## src/rtl/axi4_pkg.sv

```systemverilog
// Shared AXI4 constants and helpers for the command-channel blocks.
package axi4_pkg;

    localparam logic [1:0] AXBURST_INCR    = 2'b01;
    localparam logic [3:0] AXCACHE_DEFAULT = 4'b0010;
    localparam logic [2:0] AXPROT_DEFAULT  = 3'b000;

    typedef enum logic {
        ST_EMPTY = 1'b0,
        ST_FULL  = 1'b1
    } stage_state_e;

    // AXSIZE encoding: log2 of the bytes per beat for a given data width.
    function automatic logic [2:0] axsize_from_width(input int data_width);
        logic [2:0] size;
        size = 3'd0;
        for (int i = 0; i < 8; i++) begin
            if ((1 << i) == (data_width / 8)) begin
                size = 3'(i);
            end
        end
        return size;
    endfunction

endpackage

```

## src/rtl/rr_priority_select.sv

```systemverilog
// Combinational round-robin pick: first requester above last_idx, wrapping.
module rr_priority_select #(
    parameter int NumPorts = 4,
    parameter int IdxW     = $clog2(NumPorts)
) (
    input  logic [NumPorts-1:0] req,
    input  logic [IdxW-1:0]     last_idx,
    output logic [NumPorts-1:0] onehot,
    output logic [IdxW-1:0]     idx,
    output logic                any_req
);

    int             pos;
    logic           found;
    logic [IdxW-1:0] pos_idx;

    always_comb begin
        onehot  = '0;
        idx     = '0;
        found   = 1'b0;
        pos     = 0;
        pos_idx = '0;
        for (int k = 1; k <= NumPorts; k++) begin
            pos     = (int'(last_idx) + k) % NumPorts;
            pos_idx = IdxW'(pos);
            if (!found && req[pos_idx]) begin
                found           = 1'b1;
                onehot[pos_idx] = 1'b1;
                idx             = pos_idx;
            end
        end
        any_req = |req;
    end

endmodule

```

## src/rtl/axi4_command_arbiter.sv

```systemverilog
// Round-robin arbiter sharing one AXI4 AR/AW channel; single-entry output stage
// plus in-flight cap. Optional AXID/CPLID ports under AXI4_CMD_ARB_ID_EN.
module axi4_command_arbiter
    import axi4_pkg::*;
#(
    parameter int NumPorts       = 4,
    parameter int AddressWidth   = 32,
    parameter int DataWidth      = 32,
    parameter int MaxOutstanding = 8
) (
    input  logic                                   ACLK,
    input  logic                                   ARESETN,
    input  logic [NumPorts*AddressWidth-1:0]       S_ADDR,
    input  logic [NumPorts*8-1:0]                  S_LEN,
    input  logic [NumPorts-1:0]                    S_VALID,
    output logic [NumPorts-1:0]                    S_READY,
    output logic [AddressWidth-1:0]                AXADDR,
    output logic [7:0]                             AXLEN,
    output logic [2:0]                             AXSIZE,
    output logic [1:0]                             AXBURST,
    output logic [3:0]                             AXCACHE,
    output logic [2:0]                             AXPROT,
    output logic                                   AXVALID,
    input  logic                                   AXREADY,
    input  logic                                   CPLVALID,
`ifdef AXI4_CMD_ARB_ID_EN
    output logic [$clog2(NumPorts)-1:0]            AXID,
    input  logic [$clog2(NumPorts)-1:0]            CPLID,
`endif
    output logic [NumPorts-1:0]                    GRANT,
    output logic [$clog2(MaxOutstanding+1)-1:0]    OUTSTANDING
);

    localparam int IdxW = $clog2(NumPorts);
    localparam int CntW = $clog2(MaxOutstanding + 1);

    stage_state_e          state_p1;
    logic [AddressWidth-1:0] addr_p1;
    logic [7:0]            len_p1;
    logic [NumPorts-1:0]   grant_p1;
    logic [IdxW-1:0]       last_grant;
    logic [CntW-1:0]       cnt_p1;

    logic [NumPorts-1:0]   win_onehot;
    logic [IdxW-1:0]       win_idx;
    logic                  any_req;
    logic [AddressWidth-1:0] sel_addr;
    logic [7:0]            sel_len;
    logic                  slot_free;
    logic                  load;
    logic                  cpl_eff;

    // Accept increments, completion decrements; a completion at zero is dropped.
    function automatic logic [CntW-1:0] cnt_update(input logic [CntW-1:0] cnt,
                                                   input logic inc, input logic dec);
        logic [CntW-1:0] nxt;
        nxt = cnt;
        if (inc && !dec) begin
            nxt = cnt + 1'b1;
        end else if (dec && !inc && (cnt != '0)) begin
            nxt = cnt - 1'b1;
        end
        return nxt;
    endfunction

    rr_priority_select #(
        .NumPorts (NumPorts),
        .IdxW     (IdxW)
    ) u_select (
        .req      (S_VALID),
        .last_idx (last_grant),
        .onehot   (win_onehot),
        .idx      (win_idx),
        .any_req  (any_req)
    );

    always_comb begin
        sel_addr = '0;
        sel_len  = '0;
        for (int i = 0; i < NumPorts; i++) begin
            if (win_onehot[i]) begin
                sel_addr = S_ADDR[i*AddressWidth +: AddressWidth];
                sel_len  = S_LEN[i*8 +: 8];
            end
        end
    end

    // The limit uses the registered count, so a same-cycle completion frees nothing yet.
    assign slot_free = (cnt_p1 < CntW'(MaxOutstanding));
    assign load      = ((state_p1 == ST_EMPTY) || AXREADY) && slot_free && any_req;
    assign S_READY   = load ? win_onehot : '0;
    assign cpl_eff   = CPLVALID && (cnt_p1 != '0);

    // ---- output stage (p1) ----
    always_ff @(posedge ACLK) begin
        if (!ARESETN) begin
            state_p1   <= ST_EMPTY;
            addr_p1    <= '0;
            len_p1     <= '0;
            grant_p1   <= '0;
            last_grant <= IdxW'(NumPorts - 1);
            cnt_p1     <= '0;
        end else begin
            if (load) begin
                state_p1   <= ST_FULL;
                addr_p1    <= sel_addr;
                len_p1     <= sel_len;
                grant_p1   <= win_onehot;
                last_grant <= win_idx;
            end else if ((state_p1 == ST_FULL) && AXREADY) begin
                state_p1 <= ST_EMPTY;
                grant_p1 <= '0;
            end
            cnt_p1 <= cnt_update(cnt_p1, load, cpl_eff);
        end
    end

    assign AXVALID     = (state_p1 == ST_FULL);
    assign AXADDR      = addr_p1;
    assign AXLEN       = len_p1;
    assign GRANT       = grant_p1;
    assign OUTSTANDING = cnt_p1;
    assign AXSIZE      = axsize_from_width(DataWidth);
    assign AXBURST     = AXBURST_INCR;
    assign AXCACHE     = AXCACHE_DEFAULT;
    assign AXPROT      = AXPROT_DEFAULT;

`ifdef AXI4_CMD_ARB_ID_EN
    logic [IdxW-1:0] id_p1;
    logic            unused_cplid;

    always_ff @(posedge ACLK) begin
        if (!ARESETN) begin
            id_p1 <= '0;
        end else if (load) begin
            id_p1 <= win_idx;
        end
    end

    assign AXID         = id_p1;
    // CPLID is reserved; completions are counted regardless of ID.
    assign unused_cplid = ^CPLID;
`endif

endmodule

```

## config.mk

```make
export PLATFORM = sky130hd
export DESIGN_NAME = axi4_command_arbiter
export DESIGN_NICKNAME = d
export VERILOG_FILES = /design/src/rtl/axi4_pkg.sv /design/src/rtl/rr_priority_select.sv /design/src/rtl/axi4_command_arbiter.sv
export SDC_FILE = /design/constraint.sdc
export NUM_CORES = 1
export LEC_CHECK = 0
export ABC_AREA = 0
export CAP_MARGIN = 5
export CORE_ASPECT_RATIO = 1.4
export CORE_MARGIN = 3
export CORE_UTILIZATION = 38
export CTS_CLUSTER_DIAMETER = 200
export DETAILED_ROUTE_END_ITERATION = 6
export GPL_ROUTABILITY_DRIVEN = 0
export PLACE_DENSITY_LB_ADDON = 0.2
export REMOVE_ABC_BUFFERS = 1
export SYNTH_ARGS = -nofsm -noshare
export SYNTH_HDL_FRONTEND = slang
export SYNTH_SLANG_ARGS = --single-unit
```

## constraint.sdc

```tcl
create_clock -name ACLK -period 5.3 [get_ports ACLK]
set_input_delay 0.795 -clock ACLK [delete_from_list [all_inputs] [get_ports ACLK]]
set_output_delay 0.795 -clock ACLK [all_outputs]
set_load 0.02 [all_outputs]
```

==> results.json, run 1 <==
{
  "cts_made_buffers": 5,
  "use_met2_pct": 44.47,
  "cts-htree-levels": 2,
  "setup_viol": 0,
  "grt_max_degree": 52,
  "synth_cells": 413,
  "io_buffers": 220,
  "synth_cell_types": 47,
  "clk_pin_slew_worst_paths_ns": 0.07,
  "drt_iter0_drc": 186,
  "grt_busiest_layer": "met2",
  "slowest_delay_ns": 0.66,
  "period_minus_slack_ns": 4.509,
  "layout-drive-gt1-share_pct": 19.54,
  "yosys_warnings": 0,
  "overflow": 0,
  "critPathKind": "flip-flop to output pin",
  "cts_setup_buffers": 0,
  "grt.total_usage_pct": 23.96,
  "antenna_found_initial": 2,
  "maxCapViolCount": 0,
  "routed_wl_microns": 14410,
  "die_h_microns": 125.9,
  "clkSinkCount": 51,
  "hold_viol": 0,
  "die-area_sq_um": 11530,
  "cp_data_required_time_ns": 4.51,
  "met1_usage_pct": 25.95,
  "synth-seq-area-share_pct": 26.19,
  "slowest_stage": "mux4_2",
  "core-area_sq_um": 9953,
  "peakVddDrop_uv": 303.1,
  "worst_slew_pin_slew_ns": 1.070,
  "die_w_microns": 91.61,
  "drtAntennaViolNets": 0,
  "syn2layout_area_growth_pct": 58.92,
  "status": "finished, final reports clean",
  "fp-row-count": 43,
  "vias": 4120,
  "start_util_pct": 39.17,
  "finalSetupTns_ns": 0,
  "wl_per_cell_microns": 19.45,
  "postCtsHoldBufs": 0,
  "hold_path.class": "flip-flop to flip-flop",
  "clk_path_buf_depth": 2,
  "final_nets": 783,
  "drt-pass1-iter-count": 4,
  "period_share_pct": 85.07,
  "yosys_most_used_dff": "dfxtp_1",
  "clock_latency_ns": 0.30,
  "nFillCells": 867,
  "synth_edf_count": 0,
  "ios": 233,
  "cp_max_fo": 13,
  "cts.repair.resized": 0,
  "worstSetupStartpointType": "flip-flop",
  "drv_slew": 0,
  "cts-root-buf": "clkbuf_16",
  "critical_path_arrival_ns": 3.71,
  "viasPerCell": 5.560,
  "grt_pass1_wl_microns": 21980,
  "rsz0062_at_grt": "false",
  "leakagePower_nw": 2.234,
  "final_util_pct": 62.25,
  "syn_area_sq_um": 3899,
  "max_freq_mhz": 221.8,
  "cts_tree": "yes",
  "ys_ff_latch": 51,
  "p_per_area_nw_per_um2": 616.9,
  "crit_path_cell_trace": "inv_1 -> ha_1 -> mux4_2 -> a211o_1 -> o211ai_2 -> and2_1 -> clkdlybuf4s50_1",
  "slew_headroom_pct": 28.59,
  "fin_skew_ns": 0.009885,
  "syn_avg_cell_area_sq_um": 9.440,
  "ys_async_sr_fraction_pct": 0,
  "setup.worst_path.end_class": "output pin",
  "grt_pass1_vias": 4230,
  "place_hpwl_microns": 10300,
  "drcViolationCount": 0,
  "grtUsageMet3_pct": 5.257
}
-- worst max-delay path, delay by kind of cell (launching register included) --
family	cells	cell delay, ns
and+or+nand+nor	1	0.19
AOI/OAI and AO/OA	2	0.53
adders and majority gates	1	0.51
muxes	1	0.66
buffers and inverters	2	0.86
DFF	1	0.65
-- path summary, 6_finish.rpt --
check	startpoint	end	slack, ns	cells past startpoint
worst max-delay path	last_grant[0]	S_READY[2]	0.79	7
worst min-delay path	GRANT[3]	GRANT[3]	0.47	2
worst max register to register	last_grant[0]	AXADDR[3]	1.02	9
worst min register to register	GRANT[3]	GRANT[3]	0.47	2
-- metrics by stage --
step | cells | hold slack [ns] | worst slack (ns) | cell area (sq um) | power (mW)
after global placement | 732 | 0.4509 | 1.144 | 6028 | 3.410
after floorplan | 370 | 0.5395 | 0.2757 | 3588 | 2.514
after detailed placement | 732 | 0.4641 | 1.020 | 6028 | 3.454
final | 741 | 0.4696 | 0.7914 | 6196 | 3.822
after CTS | 739 | 0.4739 | 0.7717 | 6191 | 3.842
after global routing | 741 | 0.5016 | 0.6017 | 6196 | 4.061
-- power by group --
part	leakage, nW	switching [mW]	internal [mW]
Sequential	0.423	0.114	0.544
Combinational	1.73	1.64	1.14
Clock	0.0759	0.156	0.221
-- layer usage --
layer	up-vias	routed length, microns
met5	-	0
met4	0	466
met3	26	876
met2	162	7621
met1	1996	5448
li1	1936	-
-- logic make-up after synthesis --
kind of cell | Yosys count | synth area share (%)
multiplexers | 10 | 3.947
flip-flops | 51 | 26.19
buffers and inverters | 60 | 9.596
AO/OA/AOI/OAI | 114 | 27.28
AND/OR/NAND/NOR | 162 | 28.40
adder cells (fa/ha/maj) | 11 | 3.723
XOR/XNOR | 3 | 0.6741
other | 2 | 0.1926
-- Yosys cell counts (all sizes together), types with 4 or more instances --
library cell	n	area (sq um)
inv	7	26.28
a21oi	10	50.05
nor3	42	210.2
nor2b	6	37.54
buf	33	269.0
clkbuf	20	78.83
dfxtp	51	1021
a221oi	41	609.3
mux4	4	90.09
nor2	48	205.2
o21ai	42	210.2
and2	4	25.02
o211ai	4	40.03
nor4	43	519.3
nand2	10	37.54
ha	10	125.1
-- placed cells by master, fill, tap and decap left out, types with 2 or more instances in the layout --
| cell type | n |
|---|---|
| clkdlybuf4s50_1 | 220 |
| dfxtp_1 | 51 |
| o21ai_0 | 42 |
| nor3_1 | 41 |
| a221oi_2 | 40 |
| nor4_2 | 40 |
| nor2_1 | 38 |
| conb_1 | 12 |
| a21oi_1 | 10 |
| nand2_1 | 10 |
| nor2_2 | 10 |
| ha_1 | 10 |
| inv_1 | 7 |
| buf_4 | 7 |
| nor2b_1 | 6 |
| clkbuf_16 | 5 |
| mux4_2 | 4 |
| and2_1 | 4 |
| nor4_1 | 3 |
| a211o_1 | 3 |
| nand3b_1 | 3 |
| mux2_2 | 3 |
| mux2i_1 | 3 |
| xnor2_1 | 3 |
| diode_2 | 2 |
| o211ai_1 | 2 |
| or3_2 | 2 |
| o211a_1 | 2 |
| a21boi_0 | 2 |
-- cell type report --
cell class	instances	area (sq um)	share of cell area [%]
diodes	2	5.005	0.08078
flip-flops and latches	51	1021	16.48
clock inverters	2	37.54	0.6058
inverters	7	26.28	0.4241
clock buffers	5	125.1	2.019
multi-input cells	312	2557	41.28
well taps	135	168.9	2.726
repair buffers	227	2255	36.39
-- registers in the layout, summed over array words and instances, names as in the netlist --
register     cells
AXLEN            8
AXADDR          32
last_grant       2
OUTSTANDING      4
AXVALID          1
GRANT            4
No activity file was read; power rests on OpenSTA's default activity.
==> run 2, diff against run 1 <==
--- a/config.mk
+++ b/config.mk
@@ -12,9 +12,9 @@
 export CORE_UTILIZATION = 38
 export CTS_CLUSTER_DIAMETER = 200
 export DETAILED_ROUTE_END_ITERATION = 6
-export GPL_ROUTABILITY_DRIVEN = 0
 export PLACE_DENSITY_LB_ADDON = 0.2
 export REMOVE_ABC_BUFFERS = 1
+export SETUP_SLACK_MARGIN = 0.4
 export SYNTH_ARGS = -nofsm -noshare
 export SYNTH_HDL_FRONTEND = slang
 export SYNTH_SLANG_ARGS = --single-unit
==> results of run 2 <==
Same layout as run 1: the final DEF is identical, and so are final timing and power.
